File: src/rtl/xbar_bank_arb_if.sv
// xbar_bank_arb_if: three request channels plus the registered HTU output stage
interface xbar_bank_arb_if;
  logic         ch0_req_valid_i;
  logic         ch0_req_allowIn_o;
  logic [1:0]   ch0_req_op_i;
  logic [31:4]  ch0_req_addr_i;
  logic [127:0] ch0_req_data_i;
  logic         ch1_req_valid_i;
  logic         ch1_req_allowIn_o;
  logic [1:0]   ch1_req_op_i;
  logic [31:4]  ch1_req_addr_i;
  logic [127:0] ch1_req_data_i;
  logic         ch2_req_valid_i;
  logic         ch2_req_allowIn_o;
  logic [1:0]   ch2_req_op_i;
  logic [31:4]  ch2_req_addr_i;
  logic [127:0] ch2_req_data_i;
  logic         htu_valid_o;
  logic         htu_allowIn_i;
  logic [1:0]   htu_ch_id_o;
  logic [1:0]   htu_opcode_o;
  logic [31:4]  htu_addr_o;
  logic [127:0] htu_data_o;
  logic [7:0]   htu_wbuffer_id_o;
  modport slave (
    input  ch0_req_valid_i, ch0_req_op_i, ch0_req_addr_i, ch0_req_data_i,
    input  ch1_req_valid_i, ch1_req_op_i, ch1_req_addr_i, ch1_req_data_i,
    input  ch2_req_valid_i, ch2_req_op_i, ch2_req_addr_i, ch2_req_data_i,
    input  htu_allowIn_i,
    output ch0_req_allowIn_o, ch1_req_allowIn_o, ch2_req_allowIn_o,
    output htu_valid_o, htu_ch_id_o, htu_opcode_o, htu_addr_o, htu_data_o, htu_wbuffer_id_o
  );
  modport master (
    output ch0_req_valid_i, ch0_req_op_i, ch0_req_addr_i, ch0_req_data_i,
    output ch1_req_valid_i, ch1_req_op_i, ch1_req_addr_i, ch1_req_data_i,
    output ch2_req_valid_i, ch2_req_op_i, ch2_req_addr_i, ch2_req_data_i,
    output htu_allowIn_i,
    input  ch0_req_allowIn_o, ch1_req_allowIn_o, ch2_req_allowIn_o,
    input  htu_valid_o, htu_ch_id_o, htu_opcode_o, htu_addr_o, htu_data_o, htu_wbuffer_id_o
  );
endinterface

File: src/rtl/xbar_bank_arb.sv
// xbar_bank_arb: 3-channel bank arbiter into a single-slot HTU register; define XBAR_ARB_RR_EN for round-robin, fixed ch0>ch1>ch2 otherwise
module xbar_bank_arb #(
  parameter logic [1:0] BANK_ID = 2'd0
) (
  input logic clk_i,
  input logic rst_i,
  xbar_bank_arb_if.slave bus
);
  logic [2:0]        valid;
  logic [2:0][1:0]   op;
  logic [2:0][27:0]  addr;
  logic [2:0][127:0] data;
  logic [2:0]        elig;
  logic [2:0]        allow;
  logic [1:0]        win;
  logic [1:0]        last_grant;
  logic [7:0]        wid;
  logic              slot_free;
  logic              grant;
  assign valid = {bus.ch2_req_valid_i, bus.ch1_req_valid_i, bus.ch0_req_valid_i};
  assign op    = {bus.ch2_req_op_i, bus.ch1_req_op_i, bus.ch0_req_op_i};
  assign addr  = {bus.ch2_req_addr_i, bus.ch1_req_addr_i, bus.ch0_req_addr_i};
  assign data  = {bus.ch2_req_data_i, bus.ch1_req_data_i, bus.ch0_req_data_i};
  assign elig[0] = valid[0] && bus.ch0_req_addr_i[9:8] == BANK_ID;
  assign elig[1] = valid[1] && bus.ch1_req_addr_i[9:8] == BANK_ID;
  assign elig[2] = valid[2] && bus.ch2_req_addr_i[9:8] == BANK_ID;
  assign slot_free = !bus.htu_valid_o || bus.htu_allowIn_i;
  assign grant = rst_i && slot_free && |elig;
  assign allow = grant ? 3'(1) << win : 3'd0;
  assign bus.ch0_req_allowIn_o = allow[0];
  assign bus.ch1_req_allowIn_o = allow[1];
  assign bus.ch2_req_allowIn_o = allow[2];
`ifdef XBAR_ARB_RR_EN
  function automatic logic [1:0] rot(input logic [1:0] k, input logic [1:0] i);
    logic [2:0] s;
    s = {1'b0, k} + {1'b0, i};
    return s >= 3'd3 ? 2'(s - 3'd3) : s[1:0];
  endfunction
`endif
  // pick the winner; scanning from lowest to highest priority lets the best eligible overwrite
  always_comb begin
    win = 2'd0;
`ifdef XBAR_ARB_RR_EN
    for (int i = 3; i >= 1; i--)
      if (elig[rot(last_grant, 2'(i))]) win = rot(last_grant, 2'(i));
`else
    for (int i = 2; i >= 0; i--)
      if (elig[i]) win = 2'(i);
`endif
  end
  // output slot, grant pointer and write-tag counter
  always_ff @(posedge clk_i) begin
    if (!rst_i) begin
      bus.htu_valid_o      <= 1'b0;
      bus.htu_ch_id_o      <= 2'd0;
      bus.htu_opcode_o     <= 2'd0;
      bus.htu_addr_o       <= '0;
      bus.htu_data_o       <= '0;
      bus.htu_wbuffer_id_o <= 8'd0;
      last_grant           <= 2'd2;
      wid                  <= 8'd0;
    end else if (grant) begin
      bus.htu_valid_o      <= 1'b1;
      bus.htu_ch_id_o      <= win;
      bus.htu_opcode_o     <= op[win];
      bus.htu_addr_o       <= addr[win];
      bus.htu_data_o       <= data[win];
      bus.htu_wbuffer_id_o <= op[win] == 2'b01 ? wid : 8'd0;
      last_grant           <= win;
      wid                  <= op[win] == 2'b01 ? wid + 8'd1 : wid;
    end else if (bus.htu_allowIn_i) begin
      bus.htu_valid_o      <= 1'b0;
    end
  end
endmodule

File: src/flat_wrapper.sv
// flat-port wrapper written by rule: the top's interface ports become plain ports
module xbar_bank_arb_flat 
#(
  parameter logic [1:0] BANK_ID = 2'd0
)
  (clk_i, rst_i, bus_ch0_req_valid_i, bus_ch0_req_op_i, bus_ch0_req_addr_i, bus_ch0_req_data_i, bus_ch1_req_valid_i, bus_ch1_req_op_i, bus_ch1_req_addr_i, bus_ch1_req_data_i, bus_ch2_req_valid_i, bus_ch2_req_op_i, bus_ch2_req_addr_i, bus_ch2_req_data_i, bus_htu_allowIn_i, bus_ch0_req_allowIn_o, bus_ch1_req_allowIn_o, bus_ch2_req_allowIn_o, bus_htu_valid_o, bus_htu_ch_id_o, bus_htu_opcode_o, bus_htu_addr_o, bus_htu_data_o, bus_htu_wbuffer_id_o);
  xbar_bank_arb_if bus_i ();
  input logic clk_i;
  input logic rst_i;
  input wire logic [$bits(bus_i.ch0_req_valid_i)-1:0] bus_ch0_req_valid_i;
  input wire logic [$bits(bus_i.ch0_req_op_i)-1:0] bus_ch0_req_op_i;
  input wire logic [$bits(bus_i.ch0_req_addr_i)-1:0] bus_ch0_req_addr_i;
  input wire logic [$bits(bus_i.ch0_req_data_i)-1:0] bus_ch0_req_data_i;
  input wire logic [$bits(bus_i.ch1_req_valid_i)-1:0] bus_ch1_req_valid_i;
  input wire logic [$bits(bus_i.ch1_req_op_i)-1:0] bus_ch1_req_op_i;
  input wire logic [$bits(bus_i.ch1_req_addr_i)-1:0] bus_ch1_req_addr_i;
  input wire logic [$bits(bus_i.ch1_req_data_i)-1:0] bus_ch1_req_data_i;
  input wire logic [$bits(bus_i.ch2_req_valid_i)-1:0] bus_ch2_req_valid_i;
  input wire logic [$bits(bus_i.ch2_req_op_i)-1:0] bus_ch2_req_op_i;
  input wire logic [$bits(bus_i.ch2_req_addr_i)-1:0] bus_ch2_req_addr_i;
  input wire logic [$bits(bus_i.ch2_req_data_i)-1:0] bus_ch2_req_data_i;
  input wire logic [$bits(bus_i.htu_allowIn_i)-1:0] bus_htu_allowIn_i;
  output wire logic [$bits(bus_i.ch0_req_allowIn_o)-1:0] bus_ch0_req_allowIn_o;
  output wire logic [$bits(bus_i.ch1_req_allowIn_o)-1:0] bus_ch1_req_allowIn_o;
  output wire logic [$bits(bus_i.ch2_req_allowIn_o)-1:0] bus_ch2_req_allowIn_o;
  output wire logic [$bits(bus_i.htu_valid_o)-1:0] bus_htu_valid_o;
  output wire logic [$bits(bus_i.htu_ch_id_o)-1:0] bus_htu_ch_id_o;
  output wire logic [$bits(bus_i.htu_opcode_o)-1:0] bus_htu_opcode_o;
  output wire logic [$bits(bus_i.htu_addr_o)-1:0] bus_htu_addr_o;
  output wire logic [$bits(bus_i.htu_data_o)-1:0] bus_htu_data_o;
  output wire logic [$bits(bus_i.htu_wbuffer_id_o)-1:0] bus_htu_wbuffer_id_o;
  assign bus_i.ch0_req_valid_i = bus_ch0_req_valid_i;
  assign bus_i.ch0_req_op_i = bus_ch0_req_op_i;
  assign bus_i.ch0_req_addr_i = bus_ch0_req_addr_i;
  assign bus_i.ch0_req_data_i = bus_ch0_req_data_i;
  assign bus_i.ch1_req_valid_i = bus_ch1_req_valid_i;
  assign bus_i.ch1_req_op_i = bus_ch1_req_op_i;
  assign bus_i.ch1_req_addr_i = bus_ch1_req_addr_i;
  assign bus_i.ch1_req_data_i = bus_ch1_req_data_i;
  assign bus_i.ch2_req_valid_i = bus_ch2_req_valid_i;
  assign bus_i.ch2_req_op_i = bus_ch2_req_op_i;
  assign bus_i.ch2_req_addr_i = bus_ch2_req_addr_i;
  assign bus_i.ch2_req_data_i = bus_ch2_req_data_i;
  assign bus_i.htu_allowIn_i = bus_htu_allowIn_i;
  assign bus_ch0_req_allowIn_o = bus_i.ch0_req_allowIn_o;
  assign bus_ch1_req_allowIn_o = bus_i.ch1_req_allowIn_o;
  assign bus_ch2_req_allowIn_o = bus_i.ch2_req_allowIn_o;
  assign bus_htu_valid_o = bus_i.htu_valid_o;
  assign bus_htu_ch_id_o = bus_i.htu_ch_id_o;
  assign bus_htu_opcode_o = bus_i.htu_opcode_o;
  assign bus_htu_addr_o = bus_i.htu_addr_o;
  assign bus_htu_data_o = bus_i.htu_data_o;
  assign bus_htu_wbuffer_id_o = bus_i.htu_wbuffer_id_o;
  xbar_bank_arb #(.BANK_ID(BANK_ID)) u_core (.clk_i(clk_i), .rst_i(rst_i), .bus(bus_i));
endmodule
File: config.mk
export PLATFORM = sky130hd
export DESIGN_NAME = xbar_bank_arb_flat
export DESIGN_NICKNAME = d
export VERILOG_FILES = /design/src/rtl/xbar_bank_arb_if.sv /design/src/rtl/xbar_bank_arb.sv /design/src/flat_wrapper.sv
export SDC_FILE = /design/constraint.sdc
export NUM_CORES = 1
export LEC_CHECK = 0
export ABC_AREA = 0
export CAP_MARGIN = 20
export CORE_AREA = 8 8 251 253
export CTS_BUF_LIST = sky130_fd_sc_hd__clkbuf_4 sky130_fd_sc_hd__clkbuf_8
export CTS_CLUSTER_DIAMETER = 120
export DETAILED_ROUTE_END_ITERATION = 10
export DIE_AREA = 0 0 259 261
export PLACE_DENSITY = 0.5
export SETUP_SLACK_MARGIN = 0.5
export SLEW_MARGIN = 5
export SYNTH_ARGS = -nofsm -noshare
export SYNTH_HDL_FRONTEND = slang
export SYNTH_SLANG_ARGS = --single-unit
File: constraint.sdc
create_clock -name clk_i -period 2.5 [get_ports clk_i]
set_input_delay 0.375 -clock clk_i [delete_from_list [all_inputs] [get_ports clk_i]]
set_output_delay 0.375 -clock clk_i [all_outputs]
set_load 0.02 [all_outputs]
==> metrics, run 1 <==
Post-CTS Hold Fix Bufs=0; top cells by area, synth=dfxtp_1, mux2_2, a222oi_1, nor2_1, clkbuf_1; CP Capture Type=output pin; DRT iter0 DRCs=929; Rows=90; placed wire-length estimate=37.1 mm; global route overflow=0; Area Growth Syn to Fin=102%; cell count after synthesis=822; crit-path max FO=2; Final WS setup=0.454 ns; CTS Sinks=177; Placed Area=16500 sq um; Max Transition Viols Final=0; Starting Density=0.141; WP data required=2.12 ns; fill count=6252; Reg clk slew, reported paths=0.11 ns; ANT nets after route=0; sequential standard cell area=3540 sq um; post-synth top area share=0.423; area of the core=59300 sq um; Final setup viols=0; Tcrit/Tclk final=0.819; number of buffers added on ports=651; clock buffer depth=2; beginning of the worst hold path=bus_ch2_req_data_i[25]; Routed WL=46.8 mm; die span in y=261 um; Syn Area/Cell=10.2 sq um; path category of the worst min-delay check=input pin to flip-flop; synth warn=0; count of different cell masters after synthesis=38; Synth Register Bits=177; Final #Nets=1981; Tmin final=2.05 ns; vias in the first global route=10768; fin area=16900 sq um; H-tree levels=4; status=complete, no violations; share of cells above drive strength 1=0.202; CTS tree=built; DRT Pass-1 Iters=7; final non-filler cell total=2295; Avg WL per Cell=20.4 um; largest net degree at the start of global routing=76; syn nets=1303; die area=67600 sq um; Reg-to-Reg Start=u_core.bus.htu_valid_o$_SDFFE_PN0P_; post-DR vias/cell=4.33; Post-synth top flop=dfxtp_1; crit path DAT=1.67 ns; crit path launch=bus_ch0_req_addr_i[5]; via count=9934; endpoints failing hold=0; critical setup path kind=input pin to output pin; routability cong.=0.835; Power Dens Cells=425 nW/um^2; residual DRC count=0; number of synthesized flops with an enable pin=0; DP Worst Slack=-0.128 ns; die width=259 um; Leak Pwr=0.00663 uW; post-layout util=0.286; gr usage total=0.129; ys async rst share=0; worst-margin pin slew=0.444 ns; worst clock skew=0.0251 ns; area occupied by multi-input gates=4500 sq um; peak supply drop=0.000335 V; TritonCTS buffer count=17; most common cell after layout, fill and taps aside=clkdlybuf4s50_1; CP Launch Type=input pin; Worst slew margin=0.704; RSZ-0062 raised after global routing=yes; Synth Cell Area=8380 sq um; number of max-cap violations=0; final hold slack=0.456 ns; post-synth top area cell=dfxtp_1; Seq/Total Area, Yosys=0.423; I/O Pins=652; Max Clock Freq=489 MHz; root buf cell=clkbuf_8; Clk Latency, worst-skew pair=0.54 ns; commonest non-fill, non-tap cells in the layout=clkdlybuf4s50_1, dfxtp_1, nor2_1; initial antenna violation count=1; first-pass GRT wire length=67.1 mm; placed cell count=2253
[worst max-delay path, stage by stage]
cell	delay, ns
dlygate4sd2_1	0.26
or3b_4	0.42
buf_6	0.14
nand2_4	0.07
nor2_4	0.05
buf_12	0.12
buf_12	0.12
buf_12	0.12
[path summary, 6_finish.rpt]
path,end,slack [ns],cells past startpoint
min,u_core.bus.htu_data_o[25]$_SDFFE_PN0P_,0.46,3
min reg2reg,u_core.bus.htu_wbuffer_id_o[1]$_SDFFE_PN0P_,0.47,2
max reg2reg,u_core.bus.htu_data_o[65]$_SDFFE_PN0P_,0.66,8
max,bus_ch2_req_allowIn_o,0.45,8
[registers in the layout, summed over array words and instances, names as in the netlist]
register and cells:
u_core.bus.htu_opcode_o 2, u_core.bus.htu_data_o 128, u_core.bus.htu_ch_id_o 2, u_core.bus.htu_valid_o 1
u_core.bus.htu_addr_o 28, u_core.wid 8, u_core.bus.htu_wbuffer_id_o 8
[Yosys cell counts (all sizes together) (2+ instances only)]
master  number
nor2       162
o21ai        3
a31o         3
inv          5
a211oi       2
a222oi     154
buf         36
nand3       11
mux2i        7
o31ai        6
clkbuf      56
or3b         2
mux2       154
nand4b       3
dfxtp      177
nor3b        3
nor3         3
and3         4
o41ai        2
nand2       13
a21oi        5
[routing by layer]
| metal | share of wire | track usage |
|---|---|---|
| met4 | 0.018 | 0.0441 |
| met1 | 0.37 | 0.137 |
| met3 | 0.10 | 0.0512 |
| met5 | 0 | 0 |
| met2 | 0.50 | 0.229 |
[report_power, final]
group	leakage (uW)	switching, uW	internal [uW]
combinational	0.00500	784	1270
clock	0.000191	1230	894
sequential	0.00144	72.7	2950
[per-stage QoR]
| stage | TNS (ns) | power, uW |
|---|---|---|
| 5_1_grt | 0 | 7570 |
| 2_1_floorplan | 0 | 3820 |
| 3_3_place_gp | -5.21 | 5150 |
| 6_report | 0 | 7200 |
| 4_1_cts | 0 | 7380 |
| 3_5_place_dp | -8.33 | 5160 |
[repair_timing]
action                     4_1_cts  5_1_grt
gates resized for setup         60       22
setup endpoints to repair       37       22
pin swaps                        5        3
buffers inserted                10        0
[kinds of logic (layout without fill, tap and decap cells)]
kind of cell / count (synthesis) / count (layout) / share of synthesized area
flip-flops: 177 / 177 / 0.423
multiplexers: 161 / 161 / 0.215
AND/OR/NAND/NOR: 205 / 205 / 0.104
AO/OA/AOI/OAI: 181 / 181 / 0.209
buffers and inverters: 97 / 787 / 0.0475
adder cells (fa/ha/maj): 1 / 1 / 0.00149
other: 0 / 1 / 0
[layout make-up]
type | count | share of cell area
Antenna cell | 1 | 0.000148
Clock buffer | 17 | 0.0138
Clock inverter | 14 | 0.00901
Inverter | 5 | 0.00126
Multi-Input combinational cell | 548 | 0.265
Sequential cell | 177 | 0.209
Tap cell | 782 | 0.0577
Timing Repair Buffer | 751 | 0.444
No activity file was read; power rests on OpenSTA's default activity.
==> run 2, diff against run 1 <==
clock period = 2 ns   (was 2.5 ns; I/O delays follow)
==> run 2 against run 1 <==
  * Clock-buffer cell count increased by 4
  * Sequential power increased by 25%
  * Hold slack got worse by 0.082 ns
  * Combinational power is 41% higher
  * Register-to-register slack got worse by 0.55 ns
  * Critical path type is now input pin to flip-flop
  * Largest power group unchanged
==> metrics, run 2 (synthesized netlist as in run 1, its figures left out) <==
Final setup viols=0 (unchanged); Max Transition Viols Final=0 (unchanged); I/O Pins=652 (unchanged); Tcrit/Tclk final=0.958; path category of the worst min-delay check=input pin to flip-flop (unchanged); reg2reg setup slack=0.11 ns (was 0.66 ns); CTS Sinks=177 (unchanged); most common cell after layout, fill and taps aside=clkdlybuf4s50_1 (unchanged); residual DRC count=0 (unchanged); first-pass GRT wire length=74.1 mm (was 67.1 mm); Power Dens Cells=512 nW/um^2 (was 425 nW/um^2); crit-path leading delay family=buffers and inverters (unchanged); DRT iter0 DRCs=1139 (was 929); Clk Latency, worst-skew pair=0.54 ns (about the same); Area Growth Syn to Fin=117% (was 102%); CTS tree=built (unchanged); share of power burned in registers=0.406 (was 0.419); WP buf/inv=7 (was 5); vias in the first global route=10972 (was 10768); TritonCTS buffer count=17 (unchanged); worst clock skew=0.0183 ns (was 0.0251 ns); Worst slew margin=0.765 (was 0.704); most frequent CP cell=buf_12 (unchanged); RSZ-0062 raised after global routing=yes (unchanged); share of cells above drive strength 1=0.354 (was 0.202); Rows=90 (unchanged); WP data required=2.41 ns (was 2.12 ns); Net Sw Power=2750 uW (was 2080 uW); gr usage total=0.147 (was 0.129); initial antenna violation count=2 (was 1); Leak Pwr=0.00767 uW (was 0.00663 uW); fill count=6183 (was 6252); worst r2r path cells=10 (was 8); Max Clock Freq=522 MHz; slowest stage delay, CP=0.40 ns (was 0.42 ns); total chip power=9300 uW (was 7200 uW); Routed WL=55.8 mm (was 46.8 mm); worst-path cell chain=buf_6 > or3b_4 > buf_6 > nand2_8 > buf_12 > buf_16 > buf_12 > buf_12 > buf_8 > mux2_2 > a222oi_1 > nor2_1 (was dlygate4sd2_1 > or3b_4 > buf_6 > nand2_4 > nor2_4 > buf_12 > buf_12 > buf_12); P_int=6550 uW (was 5110 uW); die span in y=261 um (unchanged); H-tree levels=4 (unchanged); area of the core=59300 sq um (unchanged); critical setup path kind=input pin to flip-flop (was input pin to output pin); via count=10506 (was 9934); largest net degree at the start of global routing=37 (was 76); status=complete, no violations (unchanged); peak supply drop=0.000429 V (was 0.000335 V); Post-CTS Hold Fix Bufs=0 (unchanged); Hold EP=u_core.bus.htu_data_o[20]$_SDFFE_PN0P_ (was u_core.bus.htu_data_o[25]$_SDFFE_PN0P_); post-DR vias/cell=4.43 (was 4.33); Starting Density=0.141 (unchanged); max FFs per register=128 (unchanged); Reg-to-Reg End=u_core.bus.htu_data_o[95]$_SDFFE_PN0P_ (was u_core.bus.htu_data_o[65]$_SDFFE_PN0P_); largest register by flop count=u_core.bus.htu_data_o (unchanged); CP Launch Type=input pin (unchanged); placed wire-length estimate=38.6 mm (was 37.1 mm); global route overflow=0 (unchanged); Setup TNS Final=0 ns (unchanged); Critical Path Slowest Stage Cell=or3b_4 (unchanged); worst-margin pin slew=0.348 ns (was 0.444 ns); number of max-cap violations=0 (unchanged); Logic pwr share=0.312 (was 0.286); Avg WL per Cell=23.5 um (was 20.4 um); endpoints failing hold=0 (unchanged); Reg-to-Reg Start=u_core.bus.htu_valid_o$_SDFFE_PN0P_ (unchanged); DRT Pass-1 Iters=8 (was 7); die width=259 um (unchanged); WHS Path Cells=3 (unchanged); crit-path max FO=8 (was 2); ANT nets after route=0 (unchanged); CP Capture Type=flip-flop (was output pin); beginning of the worst hold path=bus_ch2_req_data_i[20] (was bus_ch2_req_data_i[25]); clock power share=0.282 (was 0.295); switching share of power=0.295 (was 0.290); Largest regs=u_core.bus.htu_data_o x128, u_core.bus.htu_addr_o x28 (unchanged); crit path DAT=2.33 ns (was 1.67 ns); number of buffers added on ports=651 (unchanged); die area=67600 sq um (unchanged); clock buffer depth=2 (unchanged); Tmin final=1.92 ns; Final #Nets=2056 (was 1981); routability cong.=0.845 (was 0.835); Reg clk slew, reported paths=0.10 ns (was 0.11 ns); commonest non-fill, non-tap cells in the layout=clkdlybuf4s50_1, dfxtp_1, nor2_1 (unchanged); root buf cell=clkbuf_8 (unchanged)
run 2: changes by cell type in the layout (fill, tap and decap cells not counted), moves of 16 or more:
| cell | previous run | this run |
|---|---|---|
| mux2_2 | 154 | 127 |
| dlygate4sd2_1 | 43 | 3 |
| buf_2 | 1 | 83 |
| buf_16 | 0 | 25 |
| mux2_4 | 0 | 27 |
| buf_8 | 0 | 16 |
| clkdlybuf4s50_1 | 586 | 470 |
| clkbuf_2 | 0 | 61 |
| buf_6 | 4 | 38 |
run 2: stage by stage:
stage / cell area [sq um] / instances / util / setup slack [ns] / hold WS [ns]
finish: 18200 / 2371 / 0.306 / 0.0834 / 0.374
floorplan: 8580 / 822 / - / 0.121 / 0.437
CTS: 17600 / 2339 / 0.297 / 0.0578 / 0.285
detailed placement: 16500 / 2255 / 0.279 / -0.634 / 0.462
global placement: 16500 / 2255 / 0.279 / -0.584 / 0.452
global route: 18200 / 2371 / 0.306 / -0.00250 / 0.323
run 2: what timing repair did:
action                                 4_1_cts  5_1_grt
gates resized for setup                    496      237
endpoints found under the hold margin        0        0
setup endpoints to repair                  346      256
buffers inserted                            34       16
cloned                                      18       15
pin swaps                                   38      116
run 2: worst reg2reg max path: stages (launching register included):
cell and delay, ns:
dfxtp_2 0.37, nand2b_4 0.06, buf_6 0.12, buf_6 0.11, buf_6 0.11, and3_4 0.19
buf_12 0.16, buf_4 0.15, buf_12 0.13, a222oi_1 0.33, nor2_1 0.07
run 2: power groups by stage:
| stage | clock [uW] | combinational, uW | sequential [uW] |
|---|---|---|---|
| after global placement | 0 | 2660 | 3850 |
| final | 2620 | 2910 | 3780 |
| after detailed placement | 0 | 2660 | 3860 |
| after global routing | 2890 | 3060 | 3800 |
| after CTS | 2790 | 2840 | 3780 |
| after floorplan | 0 | 781 | 4030 |
run 2: how the worst max path moves through the flow:
stage / depth (start not counted) / slack [ns] / startpoint / endpoint
2_1_floorplan: 7 / 0.12 / bus_ch0_req_addr_i[5] / u_core.bus.htu_data_o[13]$_SDFFE_PN0P_
3_3_place_gp: 7 / -0.58 / bus_ch0_req_valid_i / u_core.bus.htu_data_o[56]$_SDFFE_PN0P_
3_5_place_dp: 7 / -0.63 / bus_ch0_req_valid_i / u_core.bus.htu_data_o[49]$_SDFFE_PN0P_
4_1_cts: 6 / 0.06 / u_core.bus.htu_valid_o$_SDFFE_PN0P_ / bus_ch1_req_allowIn_o
5_1_grt: 10 / -0.002 / u_core.bus.htu_valid_o$_SDFFE_PN0P_ / u_core.bus.htu_data_o[103]$_SDFFE_PN0P_
6_report: 12 / 0.08 / bus_ch0_req_addr_i[5] / u_core.bus.htu_data_o[78]$_SDFFE_PN0P_
run 2: cell type report:
type,count,area [sq um],share of cell area
clock inverters,11,101,0.00557
repair buffers,826,8480,0.466
clock buffers,21,283,0.0155
multi-input cells,548,4770,0.262
well taps,782,978,0.0538
diodes,1,2.50,0.000138
inverters,5,21.3,0.00117
flip-flops and latches,177,3550,0.195
run 2: layer usage:
metal  share of wire  track usage  vias up  wire length, um
li1                -            -     4799                -
met1            0.40        0.172     5107            22500
met2            0.50        0.253      539            27700
met3           0.075       0.0430       61             4180
met4           0.025       0.0522        0             1390
met5               0            0        -                0
